## src/rtl/uart_rx_fifo.sv

```systemverilog
// Receive-side byte FIFO behind the UART receiver: first-word-fall-through read port,
// occupancy, sticky overrun, flush and a level-threshold interrupt.
module uart_rx_fifo #(
  parameter int unsigned DEPTH_LOG2 = 4
) (
  input  logic                  clk,
  input  logic                  reset_n,
  input  logic [7:0]            wr_data,
  input  logic                  wr_valid,
  input  logic                  rd_en,
  output logic [7:0]            rd_data,
  output logic                  empty,
  output logic                  full,
  output logic [DEPTH_LOG2:0]   count,
  output logic                  overrun,
  input  logic                  clear_overrun,
  input  logic                  flush,
  input  logic [DEPTH_LOG2:0]   threshold,
  output logic                  irq
);

  localparam int unsigned DEPTH = 1 << DEPTH_LOG2;
  localparam logic [DEPTH_LOG2:0] DEPTH_CNT = {1'b1, {DEPTH_LOG2{1'b0}}};

  logic [7:0]            mem [DEPTH];
  logic [DEPTH_LOG2-1:0] wr_ptr;
  logic [DEPTH_LOG2-1:0] rd_ptr;
  logic                  rd_ok;
  logic                  wr_ok;
  logic                  drop;

  assign empty = (count == '0);
  assign full  = (count == DEPTH_CNT);

  // A full FIFO still accepts a write when a read frees a slot in the same cycle.
  assign rd_ok = rd_en && !empty;
  assign wr_ok = wr_valid && (!full || rd_ok);
  assign drop  = wr_valid && full && !rd_ok;

  assign rd_data = empty ? '0 : mem[rd_ptr];
  assign irq     = overrun || ((threshold != '0) && (count >= threshold));

  always_ff @(posedge clk) begin
    if (reset_n && wr_ok && !flush) begin
      mem[wr_ptr] <= wr_data;
    end
  end

  always_ff @(posedge clk or negedge reset_n) begin
    if (!reset_n) begin
      wr_ptr <= '0;
      rd_ptr <= '0;
      count  <= '0;
    end else if (flush) begin
      wr_ptr <= '0;
      rd_ptr <= '0;
      count  <= '0;
    end else begin
      if (wr_ok) wr_ptr <= wr_ptr + 1'b1;
      if (rd_ok) rd_ptr <= rd_ptr + 1'b1;
      case ({wr_ok, rd_ok})
        2'b10:   count <= count + 1'b1;
        2'b01:   count <= count - 1'b1;
        default: count <= count;
      endcase
    end
  end

  // Overrun is independent of flush; a set in the same cycle as a clear wins.
  always_ff @(posedge clk or negedge reset_n) begin
    if (!reset_n) begin
      overrun <= 1'b0;
    end else if (drop) begin
      overrun <= 1'b1;
    end else if (clear_overrun) begin
      overrun <= 1'b0;
    end
  end

endmodule

```

## config.mk

```make
export PLATFORM = sky130hd
export DESIGN_NAME = uart_rx_fifo
export DESIGN_NICKNAME = d
export VERILOG_FILES = /design/src/rtl/uart_rx_fifo.sv
export SDC_FILE = /design/constraint.sdc
export NUM_CORES = 1
export LEC_CHECK = 0
export ABC_AREA = 1
export BUFFER_PORTS_ARGS = -buffer_cell sky130_fd_sc_hd__buf_2
export CORE_MARGIN = 3
export CORE_UTILIZATION = 45
export DETAILED_ROUTE_END_ITERATION = 6
export HOLD_SLACK_MARGIN = 0.08
export PLACE_DENSITY = 0.73
export SLEW_MARGIN = 40
export SYNTH_ARGS = -nofsm -noshare
export SYNTH_HDL_FRONTEND = slang
export SYNTH_SLANG_ARGS = --single-unit
```

## constraint.sdc

```tcl
create_clock -name clk -period 2.15 [get_ports clk]
set_clock_uncertainty 0.05 [all_clocks]
set_input_delay 0.645 -clock clk [delete_from_list [all_inputs] [get_ports clk]]
set_output_delay 0.645 -clock clk [all_outputs]
set_load 0.03 [all_outputs]
```

==> results.sh <==
export IMPL_via_per_inst=5.80
export IMPL_io_pins=36
export IMPL_die_h_um=122
export IMPL_synth_top_cell_area_share_pct=63.0
export IMPL_worstPathRequired_ps=1450
export IMPL_slowest_delay_ps=430
export IMPL_core_um2=12900
export IMPL_cts_buffers_inserted=17
export IMPL_cts_tree="yes"
export IMPL_syn_cell_area_um2=6100
export IMPL_grt_pass1_vias=4593
export IMPL_avgSynthCellArea_um2=11.9
export IMPL_dieArea_um2=15000
export IMPL_htreeDepth=4
export IMPL_synth_warnings=0
export IMPL_worst_hold_slack_ps=120
export IMPL_ant_nets=0
export IMPL_p_per_area_nw_per_um2=1270
export IMPL_antenna_cells=0
export IMPL_synth_common_cells="128 x edfxtp_1, 100 x nor2_1, 73 x o21ai_0"
export IMPL_violations="negative setup slack"
export IMPL_pre_cts_slack_ps=-444
export IMPL_dr_wl_met2_mm=8.64
export IMPL_p_clk_share_pct=29.9
export IMPL_setup_violations=134
export IMPL_dr_max_layer_used="met4"
export IMPL_p_sw_share_pct=35.6
export IMPL_wirelength_mm=17.2
export IMPL_initial_core_util_pct=47.2
export IMPL_clock_path_buffers=2
export IMPL_grt_usage_pct=22.4
export IMPL_synthCells=513
export IMPL_route_met3_wl_mm=1.53
export IMPL_first_pass_iters=5
export IMPL_hp_class="primary input to asynchronous set/reset pin"
export IMPL_synth_cell_types=32
export IMPL_grt_setup_unrepaired="true"
export IMPL_portBuffers=35
export IMPL_yosysMostFrequentCell="edfxtp_1"
export IMPL_fin_crit_sh_pct=130
export IMPL_crit_path_start_kind="register"
export IMPL_path_clk_slew_ps=60
export IMPL_antenna_found_initial=0
export IMPL_crit_type="register to primary output"
export IMPL_synth_edff_count=128
export IMPL_drive_gt1_share_pct=35.3
export IMPL_clk_latency_ps=430
export IMPL_critPathMostFrequentCell="buf_6"
export IMPL_fin_ws_ps=-649
export IMPL_worstSetupEndpointType="primary output"
export IMPL_synth_main_ff_cell="edfxtp_1"
export IMPL_grt_pass1_wl_mm=24.6
export IMPL_row_count=41
export IMPL_combPwrFrac_pct=40.2
export IMPL_maxCapViolations=0
export IMPL_relSlewSlack_pct=78.0
export IMPL_routabilityCongestion=0.826
export IMPL_dpl_hpwl_mm=9.95
export IMPL_wl_per_cell_um=21.4
export IMPL_fmax_mhz=357
export IMPL_grt_remaining_overflow=0
export IMPL_worstPathCellList="buf_6 > clkbuf_16 > o21ai_0 > o221ai_1 > nand3_2 > a21oi_4 > buf_6"
export IMPL_grt_max_degree=35
export IMPL_power_total_w=0.0106
export IMPL_hold_viol_final=0
export IMPL_p_switching_w=0.00378
export IMPL_slew_viol_final=0
export IMPL_critPathSlowestCell="dfrtp_2"
export IMPL_critical_path_top_delay_family="compound AO/OA/AOI/OAI gates"
export IMPL_root_buffer="clkbuf_16"
export IMPL_synthTopCellsByArea="edfxtp_1 63%, nor2_1 6.2%, o21ai_0 6.0%, dfrtp_1 5.7%, o221ai_1 3.2%"
export IMPL_cts_hold_buffers=0
export IMPL_vias=4659
export IMPL_path_buf_inv=3
export IMPL_internal_power_w=0.00683
export IMPL_cts_sinks=142
export IMPL_power_frac_seq_pct=29.9
export IMPL_syn_nets=544
export IMPL_worst_endpoint_arrival_ps=2100
export IMPL_syn_to_final_growth_pct=37.3
export IMPL_vdd_ir_drop_worst_mv=1.09
export IMPL_status="finished with violations"
export IMPL_p_leak_nw=3.09
export IMPL_wl_met1_mm=6.63
export IMPL_synth_top_area_cell="edfxtp_1"
export IMPL_dr_first_iter_drc_count=637
export IMPL_fin_nets=649
export IMPL_worst_slew_pin_slew_ps=330
export IMPL_post_route_drc_count=0
export IMPL_async_reset_ff_share_pct=9.86
export IMPL_yosysSeqAreaShare_pct=68.8
export IMPL_post_route_min_period_ps=2800
export IMPL_cp_max_fo=4
export IMPL_fillers=915
export IMPL_die_w_um=122
export IMPL_ys_seq_elements=142
## stage by stage
stage	TNS (ps)	util, %	cell area (um^2)	std cells
2_1_floorplan	-120	-	6270	513
3_3_place_gp	-1890	55.1	7130	749
3_5_place_dp	-2200	55.1	7130	749
4_1_cts	-5130	61.6	7960	785
5_1_grt	-27720	64.8	8370	803
6_report	-9450	64.8	8370	803
## final cells by class
type | count | area [um^2] | area share, %
flip-flops and latches | 142 | 4200 | 50.1
multi-input cells | 317 | 2010 | 24.0
repair buffers | 109 | 1170 | 14.0
clock buffers | 18 | 429 | 5.13
well taps | 172 | 215 | 2.57
clock inverters | 14 | 208 | 2.48
inverters | 30 | 133 | 1.58
repair inverters | 1 | 11.3 | 0.134
## power by group through the flow
| stage | combinational [W] | clock (W) | sequential [W] |
|---|---|---|---|
| floorplan | 0.00197 | 0 | 0.00333 |
| detailed placement | 0.00303 | 0 | 0.00322 |
| finish | 0.00427 | 0.00317 | 0.00318 |
| global route | 0.00449 | 0.00332 | 0.00319 |
| CTS | 0.00351 | 0.00320 | 0.00318 |
| global placement | 0.00293 | 0 | 0.00322 |
## kinds of logic (layout without fill, tap and decap cells)
group,after synthesis,count (layout),share of synthesized area (%)
AOI/OAI and AO/OA,130,130,12.6
xor gates and xnor gates,2,2,0.287
adders and majority gates,12,12,2.46
buffers and inverters,54,172,3.49
DFF,142,142,68.8
and+or+nand+nor,173,173,12.4
## timing repair
item / CTS / global route
pin swaps: 18 / 20
setup endpoints to repair: 11 / 13
resized for setup: 52 / 63
cloned: 2 / 5
buffers inserted: 2 / 14
## state kept, by name (all words and copies together) (netlist names)
| name | cells |
|---|---|
| rd_ptr | 4 |
| overrun | 1 |
| wr_ptr | 4 |
| mem | 128 |
| count | 5 |
## final timing paths
check | from | to | slack (ps) | cells past startpoint
max | rd_ptr[0]$_DFFE_PN0P_ | rd_data[1] | -650 | 7
min | reset_n | overrun$_DFFE_PN0P_ | 120 | 2
max reg2reg | count[1]$_DFFE_PN0P_ | count[4]$_DFFE_PN0P_ | -130 | 14
min reg2reg | count[4]$_DFFE_PN0P_ | count[4]$_DFFE_PN0P_ | 520 | 2
max in group asynchronous | reset_n | count[0]$_DFFE_PN0P_ | 1720 | 2
min in group clk | clear_overrun | overrun$_DFFE_PN0P_ | 360 | 2
## cells in the final DEF, fill, tap and decap left out, drive strengths merged
cell | synthesis | final
a211oi | 2 | 2
ha | 12 | 12
bufinv | 0 | 4
o22ai | 11 | 11
o21a | 2 | 2
nand4 | 3 | 3
inv | 28 | 33
edfxtp | 128 | 128
clkinv | 2 | 8
nand3b | 1 | 1
o221ai | 22 | 22
a21oi | 15 | 15
o21bai | 1 | 1
o21ai | 77 | 77
dfrtp | 14 | 14
xnor2 | 1 | 1
clkbuf | 15 | 23
nand3 | 20 | 20
nand2 | 41 | 41
nor2 | 105 | 105
buf | 9 | 104
xor2 | 1 | 1
nor3 | 3 | 3
## metal layers
| layer | vias to the layer above | GRT usage [%] |
|---|---|---|
| met5 | - | 0 |
| met4 | 0 | 9.80 |
| met3 | 38 | 4.98 |
| met2 | 255 | 37.1 |
| met1 | 2278 | 28.3 |
| li1 | 2088 | - |
Note: power is estimated with default switching activity, not from simulation.
